==> src/rtl/ctrl_pipe_pkg.sv <==
// Shared constants for the pipelined controller: opcode/func codes, ALU op encoding and
// control-bundle bit layout. `CTRL_MULDIV_EN enables mul/div and HI/LO decode.
package ctrl_pipe_pkg;

`ifdef CTRL_MULDIV_EN
  localparam bit MULDIV_EN = 1'b1;
`else
  localparam bit MULDIV_EN = 1'b0;
`endif

  localparam int ALU_W = 4;

  typedef enum logic [ALU_W-1:0] {
    ALU_NOP  = 4'd0,
    ALU_ADD  = 4'd1,
    ALU_ADDU = 4'd2,
    ALU_SUB  = 4'd3,
    ALU_SUBU = 4'd4,
    ALU_AND  = 4'd5,
    ALU_OR   = 4'd6,
    ALU_NOR  = 4'd7,
    ALU_SLL  = 4'd8,
    ALU_SRL  = 4'd9,
    ALU_SRA  = 4'd10,
    ALU_SLT  = 4'd11,
    ALU_SLTU = 4'd12
  } alu_op_e;

  localparam logic [5:0] OP_RTYPE = 6'h00;
  localparam logic [5:0] OP_BEQ   = 6'h04;
  localparam logic [5:0] OP_BNE   = 6'h05;
  localparam logic [5:0] OP_ADDI  = 6'h08;
  localparam logic [5:0] OP_ADDIU = 6'h09;
  localparam logic [5:0] OP_SLTI  = 6'h0A;
  localparam logic [5:0] OP_SLTIU = 6'h0B;
  localparam logic [5:0] OP_ANDI  = 6'h0C;
  localparam logic [5:0] OP_ORI   = 6'h0D;
  localparam logic [5:0] OP_LUI   = 6'h0F;
  localparam logic [5:0] OP_LW    = 6'h23;
  localparam logic [5:0] OP_LBU   = 6'h24;
  localparam logic [5:0] OP_LHU   = 6'h25;
  localparam logic [5:0] OP_SB    = 6'h28;
  localparam logic [5:0] OP_SH    = 6'h29;

  localparam logic [5:0] FN_SLL   = 6'h00;
  localparam logic [5:0] FN_SRL   = 6'h02;
  localparam logic [5:0] FN_SRA   = 6'h03;
  localparam logic [5:0] FN_JR    = 6'h08;
  localparam logic [5:0] FN_MFHI  = 6'h10;
  localparam logic [5:0] FN_MFLO  = 6'h12;
  localparam logic [5:0] FN_MULT  = 6'h18;
  localparam logic [5:0] FN_MULTU = 6'h19;
  localparam logic [5:0] FN_DIV   = 6'h1A;
  localparam logic [5:0] FN_DIVU  = 6'h1B;
  localparam logic [5:0] FN_ADD   = 6'h20;
  localparam logic [5:0] FN_ADDU  = 6'h21;
  localparam logic [5:0] FN_SUB   = 6'h22;
  localparam logic [5:0] FN_SUBU  = 6'h23;
  localparam logic [5:0] FN_AND   = 6'h24;
  localparam logic [5:0] FN_OR    = 6'h25;
  localparam logic [5:0] FN_NOR   = 6'h27;
  localparam logic [5:0] FN_SLT   = 6'h2A;

  // Control-bundle bit positions (LSB first).
  localparam int CB_MEMTOREG = 0;
  localparam int CB_REGWRITE = 1;
  localparam int CB_WRITEMEM = 2;
  localparam int CB_READMEM  = 3;
  localparam int CB_PC_JUMP  = 4;
  localparam int CB_SHIFT    = 5;
  localparam int CB_REGDST   = 7;
  localparam int CB_ALUSRC   = 8;
  localparam int CB_ALUOP    = 9;
  localparam int CB_W        = CB_ALUOP + ALU_W;

  typedef logic [CB_W-1:0] ctrl_t;

endpackage

==> src/rtl/ctrl_decode.sv <==
// Combinational opcode/func decode into the packed control bundle plus mul/div and HI/LO flags.
// Mul/div funcs decode only when `CTRL_MULDIV_EN is defined (via MULDIV_EN).
module ctrl_decode
  import ctrl_pipe_pkg::*;
(
  input  logic [5:0] opcode,
  input  logic [5:0] func,
  output ctrl_t      ctrl,
  output logic       is_muldiv,
  output logic       is_hilo
);

  alu_op_e    aluop;
  logic       alusrc;
  logic       regdst;
  logic [1:0] shift;
  logic       pc_jump;
  logic       readmem;
  logic       writemem;
  logic       regwrite;
  logic       memtoreg;

  always_comb begin
    aluop     = ALU_NOP;
    alusrc    = 1'b0;
    regdst    = 1'b0;
    shift     = 2'd0;
    pc_jump   = 1'b0;
    readmem   = 1'b0;
    writemem  = 1'b0;
    regwrite  = 1'b0;
    memtoreg  = 1'b0;
    is_muldiv = 1'b0;
    is_hilo   = 1'b0;
    case (opcode)
      OP_RTYPE: begin
        regdst   = 1'b1;
        regwrite = 1'b1;
        case (func)
          FN_ADD:  aluop = ALU_ADD;
          FN_ADDU: aluop = ALU_ADDU;
          FN_SUB:  aluop = ALU_SUB;
          FN_SUBU: aluop = ALU_SUBU;
          FN_AND:  aluop = ALU_AND;
          FN_OR:   aluop = ALU_OR;
          FN_NOR:  aluop = ALU_NOR;
          FN_SLT:  aluop = ALU_SLT;
          FN_SLL:  begin aluop = ALU_SLL; shift = 2'd1; end
          FN_SRL:  begin aluop = ALU_SRL; shift = 2'd1; end
          FN_SRA:  begin aluop = ALU_SRA; shift = 2'd1; end
          FN_JR:   begin pc_jump = 1'b1; regwrite = 1'b0; end
          FN_MFHI, FN_MFLO: begin
            is_hilo  = MULDIV_EN;
            regdst   = MULDIV_EN;
            regwrite = MULDIV_EN;
          end
          // Mul/div results land in HI/LO, so no GPR write-back is issued here.
          FN_MULT, FN_MULTU, FN_DIV, FN_DIVU: begin
            is_muldiv = MULDIV_EN;
            regdst    = 1'b0;
            regwrite  = 1'b0;
          end
          default: begin
            regdst   = 1'b0;
            regwrite = 1'b0;
          end
        endcase
      end
      OP_ADDI:  begin aluop = ALU_ADD;  alusrc = 1'b1; regwrite = 1'b1; end
      OP_ADDIU: begin aluop = ALU_ADDU; alusrc = 1'b1; regwrite = 1'b1; end
      OP_SLTI:  begin aluop = ALU_SLT;  alusrc = 1'b1; regwrite = 1'b1; end
      OP_SLTIU: begin aluop = ALU_SLTU; alusrc = 1'b1; regwrite = 1'b1; end
      OP_ANDI:  begin aluop = ALU_AND;  alusrc = 1'b1; regwrite = 1'b1; end
      OP_ORI:   begin aluop = ALU_OR;   alusrc = 1'b1; regwrite = 1'b1; end
      OP_LW, OP_LBU, OP_LHU: begin
        aluop    = ALU_ADD;
        alusrc   = 1'b1;
        readmem  = 1'b1;
        memtoreg = 1'b1;
        regwrite = 1'b1;
      end
      OP_LUI: begin
        aluop    = ALU_SLL;
        alusrc   = 1'b1;
        shift    = 2'd2;
        regwrite = 1'b1;
      end
      OP_SB, OP_SH: begin
        aluop    = ALU_ADD;
        alusrc   = 1'b1;
        writemem = 1'b1;
      end
      OP_BEQ, OP_BNE: aluop = ALU_SUB;
      default: ;
    endcase
  end

  assign ctrl = {aluop, alusrc, regdst, shift, pc_jump, readmem, writemem, regwrite, memtoreg};

endmodule

==> src/rtl/ctrl_pipe.sv <==
// Pipelined main controller: ID decode carried through ID/EX, EX/MEM, MEM/WB with stall/flush.
// `CTRL_MULDIV_EN adds the mul/div busy tracker and its self-generated stall.
module ctrl_pipe
  import ctrl_pipe_pkg::*;
#(
  parameter int MD_CYCLES = 8,
  parameter int ALUOP_W   = 4
) (
  input  logic               clk,
  input  logic               rst_n,
  input  logic [5:0]         opcode,
  input  logic [5:0]         func,
  input  logic               id_valid,
  input  logic               stall_in,
  input  logic               flush,
  output logic               stall_out,
  output logic               md_busy,
  output logic               ex_valid,
  output logic [ALUOP_W-1:0] ex_aluop,
  output logic               ex_alusrc,
  output logic               ex_regdst,
  output logic [1:0]         ex_shift,
  output logic               ex_pc_jump,
  output logic               mem_valid,
  output logic               mem_readmem,
  output logic               mem_writemem,
  output logic               wb_valid,
  output logic               wb_regwrite,
  output logic               wb_memtoreg
);

  if (MD_CYCLES < 2 || MD_CYCLES > 64) begin : g_md_cycles_range
    $error("ctrl_pipe: MD_CYCLES must be in 2..64");
  end

  ctrl_t id_ctrl;
  ctrl_t ex_ctrl;
  logic  is_muldiv;
  logic  is_hilo;
  logic  bubble;
  logic  mem_rd_q, mem_wr_q, mem_rw_q, mem_m2r_q;
  logic  wb_rw_q, wb_m2r_q;

  ctrl_decode u_decode (
    .opcode    (opcode),
    .func      (func),
    .ctrl      (id_ctrl),
    .is_muldiv (is_muldiv),
    .is_hilo   (is_hilo)
  );

  assign bubble = !id_valid | flush | stall_in | stall_out;

  always_ff @(posedge clk or negedge rst_n) begin
    if (!rst_n) begin
      ex_valid  <= 1'b0;
      ex_ctrl   <= '0;
      mem_valid <= 1'b0;
      mem_rd_q  <= 1'b0;
      mem_wr_q  <= 1'b0;
      mem_rw_q  <= 1'b0;
      mem_m2r_q <= 1'b0;
      wb_valid  <= 1'b0;
      wb_rw_q   <= 1'b0;
      wb_m2r_q  <= 1'b0;
    end else begin
      ex_valid  <= !bubble;
      ex_ctrl   <= bubble ? '0 : id_ctrl;
      // Downstream stages free-run; only the fields consumed later are carried on.
      mem_valid <= ex_valid;
      mem_rd_q  <= ex_ctrl[CB_READMEM];
      mem_wr_q  <= ex_ctrl[CB_WRITEMEM];
      mem_rw_q  <= ex_ctrl[CB_REGWRITE];
      mem_m2r_q <= ex_ctrl[CB_MEMTOREG];
      wb_valid  <= mem_valid;
      wb_rw_q   <= mem_rw_q;
      wb_m2r_q  <= mem_m2r_q;
    end
  end

  assign ex_aluop     = ex_valid ? ALUOP_W'(ex_ctrl[CB_ALUOP +: ALU_W]) : '0;
  assign ex_alusrc    = ex_valid & ex_ctrl[CB_ALUSRC];
  assign ex_regdst    = ex_valid & ex_ctrl[CB_REGDST];
  assign ex_shift     = ex_valid ? ex_ctrl[CB_SHIFT +: 2] : 2'd0;
  assign ex_pc_jump   = ex_valid & ex_ctrl[CB_PC_JUMP];
  assign mem_readmem  = mem_valid & mem_rd_q;
  assign mem_writemem = mem_valid & mem_wr_q;
  assign wb_regwrite  = wb_valid & wb_rw_q;
  assign wb_memtoreg  = wb_valid & wb_m2r_q;

`ifdef CTRL_MULDIV_EN
  localparam int CNT_W = $clog2(MD_CYCLES + 1);

  logic [CNT_W-1:0] md_cnt;

  always_ff @(posedge clk or negedge rst_n) begin
    if (!rst_n) begin
      md_cnt <= '0;
    end else if (!bubble && is_muldiv) begin
      md_cnt <= CNT_W'(MD_CYCLES);
    end else if (md_cnt != '0) begin
      md_cnt <= md_cnt - 1'b1;
    end
  end

  assign md_busy   = (md_cnt != '0);
  assign stall_out = md_busy & id_valid & (is_muldiv | is_hilo);
`else
  logic unused_md_flags;
  assign unused_md_flags = is_muldiv | is_hilo;
  assign md_busy         = 1'b0;
  assign stall_out       = 1'b0;
`endif

endmodule

==> config.mk <==
export PLATFORM = sky130hd
export DESIGN_NAME = ctrl_pipe
export DESIGN_NICKNAME = d
export VERILOG_FILES = /design/src/rtl/ctrl_pipe_pkg.sv /design/src/rtl/ctrl_decode.sv /design/src/rtl/ctrl_pipe.sv
export SDC_FILE = /design/constraint.sdc
export NUM_CORES = 1
export LEC_CHECK = 0
export ABC_AREA = 1
export CORE_UTILIZATION = 43
export CTS_BUF_LIST = sky130_fd_sc_hd__clkbuf_8
export DETAILED_ROUTE_END_ITERATION = 7
export GPL_ROUTABILITY_DRIVEN = 0
export PLACE_DENSITY_LB_ADDON = 0.3
export SYNTH_ARGS = -nofsm -noshare
export SYNTH_HDL_FRONTEND = slang
export SYNTH_SLANG_ARGS = --single-unit
==> constraint.sdc <==
create_clock -name clk -period 0.85 [get_ports clk]
set_input_delay 0.17 -clock clk [delete_from_list [all_inputs] [get_ports clk]]
set_output_delay 0.17 -clock clk [all_outputs]
set_load 0.03 [all_outputs]
; Word level (Yosys, flattened, before mapping)
; Cells that the tools add are included.
[totals]
wordCells = 73
input_bits = 17
regBits = 22
out_inout_bits = 18
[op_classes]
bitwise_logic = 9
reduce_logical = 13
n_mux = 16
eq_ne = 25
[op_table]
columns = cell, count
row1 = "6-bit equality test, second input constant", 13
row2 = "6-bit by 4-bit equality test with 1-bit output, second input constant", 8
row3 = 4-bit case mux with 11 select lines, 1
row4 = 4-bit case mux with 9 select lines, 1
row5 = 12-bit OR reduction, 2
row6 = 13-bit two-way mux, 1
row7 = "6-bit by 2-bit equality test with 1-bit output, second input constant", 2
row8 = "6-bit by 3-bit equality test with 1-bit output, second input constant", 2
row9 = 6-bit zero test, 2
row10 = 11-bit OR reduction, 1
row11 = 10-bit OR reduction, 1
row12 = 1-bit two-way mux, 9
row13 = 1-bit bitwise AND, 7
row14 = 3-bit OR reduction, 2
row15 = 6-bit OR reduction, 1
row16 = 4-bit two-way mux, 1
row17 = 2-bit case mux with 2 select lines, 1
row18 = 2-bit OR reduction, 2
row19 = 1-bit zero test, 2
row20 = 2-bit two-way mux, 1
row21 = 1-bit bitwise OR, 2
row22 = 1-bit case mux with 2 select lines, 1

; Depth between registers and ports, before layout
[depth]
depth_word = 5
depth_mapped = 9
depth_no_buf = 9

; Hierarchy
; From an unflattened synthesis, not the netlist that was laid out.
[unflattened]
hier_cells = 199
hier_area_um2 = 1427.6
[modules_own_cells]
columns = mod, area_per_inst_um2, seq_area_each_um2, cells_per_inst, n_inst
row1 = ctrl_pipe, 837.1, 550.5, 83, 1
row2 = ctrl_decode, 590.6, 0.0, 116, 1

; Worst setup path after synthesis
; No wires, ideal clock.
[synth_timing]
kind = register to output
from = reg ex_valid
to = out ex_aluop[0]
required_ns = 0.680
setup_slack_ns = -0.372
arrival_ns = 1.052
stages_incl_launch_ff = 4
path_buffers = 1
path_cell_list = dfrtp_1 > clkbuf_1 > nand2_1 > inv_1
[synth_via]
elab_chain_cells = 1
[synth_lines]
columns = element, line
row1 = "start, declared", ctrl_pipe.sv:18  ; output logic ex_valid,
row2 = "start signal, assigned", ctrl_pipe.sv:67  ; ex_valid <= !bubble;
row3 = 4-bit two-way mux, ctrl_pipe.sv:81  ; assign ex_aluop = ex_valid ? ALUOP_W'(ex_ctrl[CB_ALUOP +: ALU_W]) : '0;
row4 = "end, declared", ctrl_pipe.sv:19  ; output logic [ALUOP_W-1:0] ex_aluop,
; No other way between the ends.

; Final worst setup path
[layout_timing]
from = reg ex_valid
to = out ex_alusrc
[layout_via]
elab_chain_cells = 1
[layout_lines]
columns = element, line
row1 = 1-bit bitwise AND, ctrl_pipe.sv:82  ; assign ex_alusrc = ex_valid & ex_ctrl[CB_ALUSRC];
row2 = "end, declared", ctrl_pipe.sv:20  ; output logic ex_alusrc,
; No other way between the ends.

==> flow_summary.toml <==
[yosys]
synth_area_per_cell_um2 = 6.95
yosysWarnings = 0
synth-seq-area-share_pct = 42.9
synth_area_um2 = 1170
ys_seq_elements = 20
synth_cells = 168
synth_cell_types = 21

[worst_setup_path]
cpMostUsedCell = "buf_6"
cp.required_ns = 0.68
worst_r2r_path_depth = 1
crit_path_max_fanout = 5
critPathLaunchType = "register"
cpMaxStageDelayCell = "dfrtp_2"
path_cells = "buf_6 -> nand2_2 -> inv_2 -> buf_6"
max_stage_delay_ns = 0.44
arrival_ns = 1.08
criticalPathCategory = "reg2out"
endpoint_kind = "primary output"

[route]
dr.pass1.iters = 4
vias = 1317
wire_per_inst_um = 14.2
wl_um = 3620
ant_nets = 0
vias_per_cell = 5.16
drt_iter0_drc = 26
route.detailed.drc = 0

[clock_network]
ctsHoldBuffers = 0
cts_root_buf = "clkbuf_8"
cts.clk_slew.worst_paths_ns = 0.07
clk_path_buf_depth = 2
cts_num_sinks = 20
cts_made_buffers = 3
h-tree-depth = 1
cts_tree = "yes"
clock_latency_ns = 0.26

[sta]
finalHoldViolCount = 0
whs_ns = 0.219
grt_setup_unrepaired = "true"
fin_worst_skew_ns = 0.00218
setup_violations = 19
tns_ns = -5.15
fmax_mhz = 798
setup_ws_ns = -0.403
period_minus_slack_ns = 1.25
layout_worst_path_cycle_share_pct = 147
report.final.slew_viol_count = 0

[pwr]
peakVddDrop_v = 0.000982
leakage_nw = 1.10
p_per_area_nw_per_um2 = 1170

[cells_and_area]
fillers = 152
fin_util_pct = 82.1
final_area_um2 = 2070
stdcell_count = 255
area_growth_pct = 77.4
insertedDiodeCount = 0
nets = 243
drive_gt1_share_pct = 68.0

[placed_design]
numPortBuffers = 32
hpwl_um = 2150
place_inst = 244
dpl-instance-area_um2 = 1640

[status]
violations = "negative setup slack"
outcome = "finished with violations"

[min_path]
worstHoldPathCells = 3
hp-class = "in2reg"

[global_route]
grt_start_max_net_pins = 21
antenna_found_initial = 0
grt_pass1_wl_um = 4570
grt_pass1_vias = 1108
grt.total_usage_pct = 22.2
grt_overflow_total = 0

[floorplan]
dieArea_um2 = 2930
num_rows = 18
initial_utilization_pct = 46.3
io_pins = 35
die_y_um = 54.1
dieWidth_um = 54.1
core-area_um2 = 2520

[run]
drv_cap = 0
synthesized netlist by cell type:
cell type / n / share of area (%)
buf_4: 2 / 1.3
o21ai_1: 4 / 1.7
nand2_2: 4 / 2.1
nor2_2: 5 / 2.7
clkinv_2: 1 / 0.43
o21bai_1: 2 / 1.3
nand2_1: 46 / 15
a21oi_1: 2 / 0.86
inv_1: 32 / 10
conb_1: 1 / 0.32
nor2_1: 23 / 7.4
clkbuf_1: 1 / 0.32
inv_2: 1 / 0.32
o21ai_0: 3 / 1.3
dfrtp_1: 20 / 43
nor3_1: 3 / 1.3
nand3_1: 11 / 4.7
a31oi_1: 1 / 0.54
o21ai_2: 2 / 1.5
nand3_2: 3 / 2.6
nor3_4: 1 / 1.4
final cells by class:
type                       instances  area [um^2]  share of cell area (%)
multi-input combinational        112          782                    37.8
timing repair buffer              55          533                    25.7
sequential                        20          504                    24.4
inverter                          34          143                    6.89
clock buffer                       3         41.3                    1.99
tap                               30         37.5                    1.81
clock inverter                     1         30.0                    1.45
layer usage:
layer / global-route usage, % / vias up / part of all wire (%)
li1: - / 621 / -
met1: 22.5 / 631 / 36
met2: 42.8 / 48 / 57
met3: 4.52 / 17 / 4.6
met4: 9.83 / 0 / 2.6
met5: 0 / - / 0
stage by stage:
step,worst slack [ns],power (mW)
finish,-0.403,2.42
global route,-0.439,2.52
CTS,-0.360,2.30
detailed placement,-0.801,1.35
global placement,-0.719,1.34
floorplan,-0.123,1.15
registers in the layout, indices dropped and copies added (netlist names):
signal	count
ex_ctrl	12
ex_valid	1
mem_m2r_q	1
mem_rw_q	1
mem_valid	1
mem_wr_q	1
wb_m2r_q	1
wb_rw_q	1
wb_valid	1
cells in the final DEF (no fill, tap or decap), drive strengths merged:
cell / count
clkbuf: 6
dfrtp: 20
o21ai: 9
nand3: 14
buf: 49
a31oi: 1
conb: 2
nor3: 4
bufinv: 1
o21bai: 2
nand2: 50
clkdlybuf4s50: 1
clkdlybuf4s15: 2
a21oi: 2
inv: 34
nor2: 28
power breakdown:
part,internal (mW),switching (mW),total [mW]
Sequential,0.963,0.0113,0.974
Combinational,0.209,0.296,0.506
Clock,0.629,0.313,0.942
what timing repair did:
item	in CTS	in global routing
buffers inserted	2	5
setup endpoints to repair	28	25
resized for setup	91	90
hold endpoints to repair	0	0
cloned	0	0
pin swaps	22	28
kinds of logic (layout without fill, tap and decap cells):
| kind of cell | Yosys count | count (layout) | synth area share, % |
|---|---|---|---|
| buf+inv | 37 | 93 | 12.6 |
| flops | 20 | 20 | 42.9 |
| compound gates | 14 | 14 | 7.18 |
| other cells | 1 | 2 | 0.321 |
| simple gates | 96 | 96 | 37.0 |
path summary, 6_finish.rpt:
path | start | endpoint | slack, ns
setup reg to reg | ex_valid | mem_valid | 0.15
min in group asynchronous | rst_n | ex_ctrl[4] | 0.25
hold / removal | flush | ex_valid | 0.22
hold reg to reg | ex_ctrl[3] | mem_m2r_q | 0.35
setup / recovery | ex_valid | ex_alusrc | -0.40
max in group asynchronous | rst_n | wb_valid | 0.46
worst max-delay path, delay by kind of cell, from the launching register on:
kind	cells	cell delay (ns)
DFF	1	0.44
buffers and inverters	3	0.31
and+or+nand+nor	1	0.07
(Power assumes the default switching activity.)
